==> src/rtl/dds_pkg.sv <==
// rtl/dds_pkg.sv - shared DDS types and width/limit defaults
package dds_pkg;

    typedef enum logic {
        IDLE = 1'b0,
        PEND = 1'b1
    } arb_state_t;

    localparam int DEF_ADDR_WIDTH   = 5;
    localparam int DEF_WAVE_WIDTH   = 16;
    localparam int DEF_STARVE_LIMIT = 4;

endpackage

==> src/rtl/wave_mem_arbiter_if.sv <==
// rtl/wave_mem_arbiter_if.sv - bus write path, playback read path and RAM port bundle
interface wave_mem_arbiter_if #(
    parameter int ADDR_WIDTH = dds_pkg::DEF_ADDR_WIDTH,
    parameter int WAVE_WIDTH = dds_pkg::DEF_WAVE_WIDTH
);
    logic                  wr_en;
    logic [ADDR_WIDTH-1:0] wr_addr;
    logic [WAVE_WIDTH-1:0] wr_dat;
    logic                  wr_full;
    logic                  wr_done;
    logic                  wr_ovf;
    logic                  wr_ovf_clr;
    logic                  rd_req;
    logic [ADDR_WIDTH-1:0] rd_addr;
    logic                  rd_gnt;
    logic                  rd_vld;
    logic [WAVE_WIDTH-1:0] rd_dat;
    logic                  ram_en;
    logic                  ram_we;
    logic [ADDR_WIDTH-1:0] ram_addr;
    logic [WAVE_WIDTH-1:0] ram_wdat;
    logic [WAVE_WIDTH-1:0] ram_rdat;

    // master: requesters plus the RAM macro; slave: the arbiter
    modport master (
        output wr_en, wr_addr, wr_dat, wr_ovf_clr, rd_req, rd_addr, ram_rdat,
        input  wr_full, wr_done, wr_ovf, rd_gnt, rd_vld, rd_dat,
               ram_en, ram_we, ram_addr, ram_wdat
    );

    modport slave (
        input  wr_en, wr_addr, wr_dat, wr_ovf_clr, rd_req, rd_addr, ram_rdat,
        output wr_full, wr_done, wr_ovf, rd_gnt, rd_vld, rd_dat,
               ram_en, ram_we, ram_addr, ram_wdat
    );
endinterface

==> src/rtl/wave_mem_arbiter.sv <==
// rtl/wave_mem_arbiter.sv - single-port waveform RAM arbiter, read priority with bounded write starvation
module wave_mem_arbiter
    import dds_pkg::*;
#(
    parameter int ADDR_WIDTH   = DEF_ADDR_WIDTH,
    parameter int WAVE_WIDTH   = DEF_WAVE_WIDTH,
    parameter int STARVE_LIMIT = DEF_STARVE_LIMIT
) (
    input  logic               wb_clk_i,
    input  logic               wb_rst_n_i,
    wave_mem_arbiter_if.slave  bus
);

    localparam int CW = $clog2(STARVE_LIMIT + 1);
    localparam logic [CW-1:0] LIMIT = CW'(STARVE_LIMIT);

    arb_state_t            state, state_next;
    logic [CW-1:0]         starve_cnt, cnt_next;
    logic [ADDR_WIDTH-1:0] buf_addr;
    logic [WAVE_WIDTH-1:0] buf_dat;
    logic                  buf_load;
    logic                  gnt, commit;
    logic                  ovf, ovf_next;
    logic                  done, vld;

    always_comb begin
        state_next = state;
        cnt_next   = starve_cnt;
        buf_load   = 1'b0;
        gnt        = 1'b0;
        commit     = 1'b0;
        // everything combinational stays quiet while reset is held
        if (wb_rst_n_i) begin
            case (state)
                IDLE: begin
                    gnt = bus.rd_req;
                    if (bus.wr_en) begin
                        buf_load   = 1'b1;
                        state_next = PEND;
                    end
                end
                PEND: begin
                    if (bus.rd_req && (starve_cnt < LIMIT)) begin
                        gnt      = 1'b1;
                        cnt_next = starve_cnt + 1'b1;
                    end else begin
                        commit     = 1'b1;
                        cnt_next   = '0;
                        state_next = IDLE;
                    end
                end
                default: state_next = IDLE;
            endcase
        end
    end

    always_comb begin
        ovf_next = ovf;
        if (bus.wr_ovf_clr)
            ovf_next = 1'b0;
        // set beats clear; a write on the commit cycle is still a drop
        if (bus.wr_en && (state == PEND))
            ovf_next = 1'b1;
    end

    always_ff @(posedge wb_clk_i) begin
        if (!wb_rst_n_i) begin
            state      <= IDLE;
            starve_cnt <= '0;
            buf_addr   <= '0;
            buf_dat    <= '0;
            ovf        <= 1'b0;
            done       <= 1'b0;
            vld        <= 1'b0;
        end else begin
            state      <= state_next;
            starve_cnt <= cnt_next;
            ovf        <= ovf_next;
            done       <= commit;
            vld        <= gnt;
            if (buf_load) begin
                buf_addr <= bus.wr_addr;
                buf_dat  <= bus.wr_dat;
            end
        end
    end

    assign bus.rd_gnt   = gnt;
    assign bus.ram_en   = gnt | commit;
    assign bus.ram_we   = commit;
    assign bus.ram_addr = gnt ? bus.rd_addr : buf_addr;
    assign bus.ram_wdat = buf_dat;
    assign bus.rd_dat   = bus.ram_rdat;
    assign bus.rd_vld   = vld;
    assign bus.wr_full  = (state == PEND);
    assign bus.wr_done  = done;
    assign bus.wr_ovf   = ovf;

endmodule

==> src/flat_wrapper.sv <==
// flat-port wrapper written by rule: the top's interface ports become plain ports
module wave_mem_arbiter_flat import dds_pkg::*;
#(
    parameter int ADDR_WIDTH   = DEF_ADDR_WIDTH,
    parameter int WAVE_WIDTH   = DEF_WAVE_WIDTH,
    parameter int STARVE_LIMIT = DEF_STARVE_LIMIT
)
  (wb_clk_i, wb_rst_n_i, bus_wr_en, bus_wr_addr, bus_wr_dat, bus_wr_ovf_clr, bus_rd_req, bus_rd_addr, bus_ram_rdat, bus_wr_full, bus_wr_done, bus_wr_ovf, bus_rd_gnt, bus_rd_vld, bus_rd_dat, bus_ram_en, bus_ram_we, bus_ram_addr, bus_ram_wdat);
  wave_mem_arbiter_if #(.ADDR_WIDTH(ADDR_WIDTH), .WAVE_WIDTH(WAVE_WIDTH)) bus_i ();
  input  logic wb_clk_i;
  input  logic wb_rst_n_i;
  input wire logic [$bits(bus_i.wr_en)-1:0] bus_wr_en;
  input wire logic [$bits(bus_i.wr_addr)-1:0] bus_wr_addr;
  input wire logic [$bits(bus_i.wr_dat)-1:0] bus_wr_dat;
  input wire logic [$bits(bus_i.wr_ovf_clr)-1:0] bus_wr_ovf_clr;
  input wire logic [$bits(bus_i.rd_req)-1:0] bus_rd_req;
  input wire logic [$bits(bus_i.rd_addr)-1:0] bus_rd_addr;
  input wire logic [$bits(bus_i.ram_rdat)-1:0] bus_ram_rdat;
  output wire logic [$bits(bus_i.wr_full)-1:0] bus_wr_full;
  output wire logic [$bits(bus_i.wr_done)-1:0] bus_wr_done;
  output wire logic [$bits(bus_i.wr_ovf)-1:0] bus_wr_ovf;
  output wire logic [$bits(bus_i.rd_gnt)-1:0] bus_rd_gnt;
  output wire logic [$bits(bus_i.rd_vld)-1:0] bus_rd_vld;
  output wire logic [$bits(bus_i.rd_dat)-1:0] bus_rd_dat;
  output wire logic [$bits(bus_i.ram_en)-1:0] bus_ram_en;
  output wire logic [$bits(bus_i.ram_we)-1:0] bus_ram_we;
  output wire logic [$bits(bus_i.ram_addr)-1:0] bus_ram_addr;
  output wire logic [$bits(bus_i.ram_wdat)-1:0] bus_ram_wdat;
  assign bus_i.wr_en = bus_wr_en;
  assign bus_i.wr_addr = bus_wr_addr;
  assign bus_i.wr_dat = bus_wr_dat;
  assign bus_i.wr_ovf_clr = bus_wr_ovf_clr;
  assign bus_i.rd_req = bus_rd_req;
  assign bus_i.rd_addr = bus_rd_addr;
  assign bus_i.ram_rdat = bus_ram_rdat;
  assign bus_wr_full = bus_i.wr_full;
  assign bus_wr_done = bus_i.wr_done;
  assign bus_wr_ovf = bus_i.wr_ovf;
  assign bus_rd_gnt = bus_i.rd_gnt;
  assign bus_rd_vld = bus_i.rd_vld;
  assign bus_rd_dat = bus_i.rd_dat;
  assign bus_ram_en = bus_i.ram_en;
  assign bus_ram_we = bus_i.ram_we;
  assign bus_ram_addr = bus_i.ram_addr;
  assign bus_ram_wdat = bus_i.ram_wdat;
  wave_mem_arbiter #(.ADDR_WIDTH(ADDR_WIDTH), .WAVE_WIDTH(WAVE_WIDTH), .STARVE_LIMIT(STARVE_LIMIT)) u_core (.wb_clk_i(wb_clk_i), .wb_rst_n_i(wb_rst_n_i), .bus(bus_i));
endmodule
==> config.mk <==
export PLATFORM = sky130hd
export DESIGN_NAME = wave_mem_arbiter_flat
export DESIGN_NICKNAME = d
export VERILOG_FILES = /design/src/rtl/dds_pkg.sv /design/src/rtl/wave_mem_arbiter_if.sv /design/src/rtl/wave_mem_arbiter.sv /design/src/flat_wrapper.sv
export SDC_FILE = /design/constraint.sdc
export NUM_CORES = 1
export LEC_CHECK = 0
export ABC_AREA = 1
export CELL_PAD_IN_SITES_DETAIL_PLACEMENT = 1
export CELL_PAD_IN_SITES_GLOBAL_PLACEMENT = 1
export CORE_ASPECT_RATIO = 0.7
export CORE_MARGIN = 2
export CORE_UTILIZATION = 21
export DETAILED_ROUTE_END_ITERATION = 16
export GPL_TIMING_DRIVEN = 0
export HOLD_SLACK_MARGIN = 0.15
export PLACE_DENSITY_LB_ADDON = 0.1
export SYNTH_ARGS = -nofsm -noshare
export SYNTH_HDL_FRONTEND = slang
export SYNTH_SLANG_ARGS = --single-unit
==> constraint.sdc <==
create_clock -name wb_clk_i -period 1.1 [get_ports wb_clk_i]
set_clock_uncertainty 0.05 [all_clocks]
set_input_delay 0.165 -clock wb_clk_i [delete_from_list [all_inputs] [get_ports wb_clk_i]]
set_output_delay 0.165 -clock wb_clk_i [all_outputs]
set_load 0.02 [all_outputs]
; Word-level counts from Yosys, hierarchy flattened
; Cells that the tools add are included.
[op_classes]
n_eq_ne = 0
n_bitwise = 2
div_mod_pow = 0
mul = 0
addsub = 1
reduce_logical = 3
mux = 14
n_lt_le_gt_ge = 1
n_shift = 0
[op_table]
columns = op, count
row1 = 1-bit two-way mux, 10
row2 = 5-bit two-way mux, 1
row3 = 1-bit one-hot mux with 2 select lines, 2
row4 = 3-bit by 1-bit adder with 3-bit output (second input constant), 1
row5 = 3-bit less-than comparator (second input constant), 1
row6 = 3-bit two-way mux, 1
row7 = 1-bit logical AND, 2
row8 = 2-bit nonzero test, 1
row9 = 1-bit inverter, 1
row10 = 1-bit OR, 1
[totals]
rom_bits = 0
reg_bits = 28
input_bits = 47
out_inout_bits = 44
latchBits = 0
mem_bits_rw = 0
mem_count = 0
elab_cells = 28

; Longest topological paths before layout
[depth]
depth_word = 6
depth_mapped = 5

; Worst setup path before layout
; OpenSTA, ideal clock, no wires.
[synth_timing]
path_kind = reg2out
start = register u_core.state, in the netlist u_core.bus.wr_full
end = output port bus_ram_addr[0]
required_time_ns = 0.885
path_stages_with_launch = 6
t_arrival_ns = 1.186
path_buffers = 0
setup_slack_ns = -0.301
path_cell_list = dfxtp_1 nand2_1 nand3_1 inv_1 nand2_1 nand2_1
[synth_via]
elab_chain_len = 4
[synth_lines]
columns = element, line
row1 = "start, declared", wave_mem_arbiter.sv:17  ; arb_state_t state, state_next;
row2 = "start signal, assigned", wave_mem_arbiter.sv:76  ; state <= state_next;
row3 = 1-bit inverter, wave_mem_arbiter.sv:34  ; case (state)
row4 = 1-bit one-hot mux with 2 select lines (*), wave_mem_arbiter.sv:34
row5 = 1-bit two-way mux (*), wave_mem_arbiter.sv:33  ; if (wb_rst_n_i) begin
row6 = via bus_rd_gnt, flat_wrapper.sv:22  ; output wire logic [$bits(bus_i.rd_gnt)-1:0] bus_rd_gnt;
row7 = 5-bit two-way mux (*), wave_mem_arbiter.sv:91  ; assign bus.ram_addr = gnt ? bus.rd_addr : buf_addr;
row8 = "end, declared", flat_wrapper.sv:27  ; output wire logic [$bits(bus_i.ram_addr)-1:0] bus_ram_addr;
; Mark *: on every way through the listed nets, which the timed path passes. The rest lies on a longest branch.

; Final worst setup path
[layout_timing]
start = register u_core.state, in the netlist u_core.bus.wr_full
end = output port bus_ram_addr[0]
[layout_via]
elab_chain_len = 4
[layout_lines]
columns = element, line
row1 = 1-bit inverter, wave_mem_arbiter.sv:34
row2 = 1-bit one-hot mux with 2 select lines (*), wave_mem_arbiter.sv:34
row3 = 1-bit two-way mux (*), wave_mem_arbiter.sv:33
row4 = 5-bit two-way mux (*), wave_mem_arbiter.sv:91
; Mark *: on every way between the ends. The rest lies on a longest branch, timed or not.

==> flow_summary.ini <==
[drt]
viasPerCell = 4.09
dr_total_vias = 1357
drc = 0
drt-total-wl_um = 4050
drt-initial-drc-count = 45
wl_per_cell_um = 12.2
final_antenna_net_count = 0
dr.pass1.iters = 4

[die]
start_util = 0.216
dieArea_mm2 = 0.00707
core_area_mm2 = 0.00622
die_width_um = 99.7
die_h_um = 71.0
ioPinCount = 91
rows = 24

[power_and_ir_drop]
p_seq_frac = 0.415
internal-power_mw = 1.94
clkPwrFrac = 0.305
total_power_mw = 2.67
ir_drop_mv = 0.588
power_switching_mw = 0.736
pwr-share-comb = 0.280
switching_share = 0.275
powerDensity_mw_per_mm2 = 1140
p_leak_nw = 1.02

[layout]
area_growth_syn_to_layout_pct = 74.1
stdcell_count = 332
final.fill_count = 745
seqCellArea_um2 = 571
drive_gt1_frac = 0.461
n_antenna_cell = 0
mostFrequentLayoutCells = clkdlybuf4s50_1 (43), nand2_2 (24), dfxtp_1 (24), buf_4 (23), buf_2 (22)
fin_area_mm2 = 0.00234
multi_input_area_um2 = 627
utilization = 0.377
nets = 303
final_common_cell = clkdlybuf4s50_1

[sta]
rsz0062_at_grt = true
drv_slew = 0
fin_ws_ps = -266
clock.fmax_mhz = 732
worst_pin_slew_ps = 327
hold_viol = 0
fin_crit_ps = 1370
timing.final.crit_share = 1.24
tns_ps = -2180
relSlewSlack = 0.782
finalSetupViolCount = 9

[placed_design]
place_congestion = 0.709
dp_cells = 318
hpwl_um = 3040
place_area_mm2 = 0.00220
port_buffers = 72

[yosys]
synth_cell_types = 17
ys_ff_latch = 28
ys_seq_area_frac = 0.417
syn-cell-area_mm2 = 0.00135
synthCells = 168
synth.yosys.warnings = 0
avgSynthCellArea_um2 = 8.01
synth_fp_nets = 216

[cts]
clk_latency_ps = 270
clock-root-buffer = clkbuf_8
cts.path.max_buffers = 2
cts_sinks = 28
numCtsBuffers = 3
clk_pin_slew_ps = 90
cts_tree = yes
htree_num_levels = 1

[worst_setup_path]
required_ps = 880
slowest_stage = dfxtp_4
worst-path-stages = 6
critPathLaunchType = flop
r2r_cells = 5
critical_path_arrival_ps = 1150
timing.rr.end = u_core.starve_cnt[2]$_SDFFE_PN0P_
r2r_start = u_core.bus.wr_full$_SDFF_PN0_
end_kind = output pin
path_max_fanout = 7
path_cells = nand2_4 -> nand3_4 -> inv_6 -> nand2_1 -> nand2_2 -> buf_6
crit_family = flip-flops
cp_num_buf_inv = 2
r2r_slack_ps = 40
crit_path_max_incr_delay_ps = 380
critPathKind = reg -> out

[global_route]
grt_max_degree = 17
use_met2 = 0.180
grt_pass1_wl_um = 6700
busiest_layer = met2
gr-usage-met3 = 0.0316
grt_remaining_overflow = 0
grt_util_met1 = 0.167
antenna_found_initial = 0
track_usage = 0.118
grt_pass1_vias = 1413

[outcome]
outcome = finished with violations
violations = setup timing

[min_path]
whs_path_depth = 3
min_from = wb_rst_n_i
hp-class = in -> reg
whs_endpoint = u_core.bus.wr_done$_SDFF_PN0_

[run]
cap_violations = 0
per-stage QoR:
stage	hold WS [ps]	worst slack, ps
final	159	-266
after global routing	163	-345
after CTS	141	-288
after detailed placement	408	-839
after global placement	397	-829
after floorplan	226	8.29
Yosys cell counts:
library cell	count	area, µm²
a21oi_1	7	35.0
buf_6	1	11.3
o21ai_0	2	10.0
inv_2	1	3.75
dfxtp_1	28	561
nand2_2	15	93.8
nand3_1	19	95.1
nor2_1	11	41.3
nand2_4	1	11.3
nand4_1	2	12.5
ha_1	1	12.5
nand2_1	31	116
inv_1	10	37.5
buf_4	17	128
a21oi_2	15	131
buf_8	1	15.0
buf_2	6	30.0
layer usage:
layer / vias up / part of all wire
li1: 691 / -
met1: 612 / 0.51
met2: 52 / 0.43
met3: 2 / 0.052
met4: 0 / 0.0086
met5: - / 0
area by class of cell:
cell class,instances,share of cell area
plain buffers,25,0.0855
clock buffers,3,0.0176
clock inverters,1,0.0128
inverters,11,0.0198
multi-input cells,104,0.268
flip-flops and latches,28,0.244
well taps,78,0.0417
repair buffers,82,0.311
worst max path at each step:
stage,endpoint,slack [ps],startpoint
after floorplan,bus_ram_en,8,u_core.bus.wr_full$_SDFF_PN0_
after global placement,bus_ram_addr[0],-830,bus_rd_req
after detailed placement,bus_ram_addr[3],-840,bus_rd_req
after CTS,bus_ram_addr[3],-290,u_core.bus.wr_full$_SDFF_PN0_
after global routing,bus_ram_addr[4],-340,u_core.bus.wr_full$_SDFF_PN0_
final,bus_ram_addr[0],-270,u_core.bus.wr_full$_SDFF_PN0_
kinds of logic (layout without fill, tap and decap cells):
| family | count (synthesis) | in the layout | synth area share |
|---|---|---|---|
| buffers and inverters | 36 | 122 | 0.167 |
| flip-flops | 28 | 28 | 0.417 |
| AO/OA/AOI/OAI | 24 | 24 | 0.131 |
| AND/OR/NAND/NOR | 79 | 79 | 0.275 |
| adder cells (fa/ha/maj) | 1 | 1 | 0.00930 |
worst min-delay path, cell delays in order:
cell	delay, ps
buf_4	150
nand2_2	80
nor2_1	40
state kept, by name (all words and copies together) (netlist names):
register / count
u_core.bus.wr_done: 1
u_core.bus.wr_ovf: 1
u_core.bus.wr_full: 1
u_core.bus.rd_vld: 1
u_core.buf_addr: 5
u_core.starve_cnt: 3
u_core.bus.ram_wdat: 16
power groups by stage:
stage / registers, mW / logic (mW) / clock network [mW]
global placement: 1.14 / 0.734 / 0
detailed placement: 1.14 / 0.737 / 0
floorplan: 1.19 / 0.341 / 0
finish: 1.11 / 0.750 / 0.815
global route: 1.12 / 0.814 / 0.900
CTS: 1.11 / 0.743 / 0.867
timing repair:
| action | CTS | global route |
|---|---|---|
| endpoints found under the setup margin | 38 | 18 |
| pin swaps | 2 | 1 |
| gates resized for setup | 140 | 13 |
| hold buffers | 2 | 0 |
| setup buffers | 5 | 3 |
| endpoints found under the hold margin | 4 | 0 |
(Power assumes the default switching activity.)
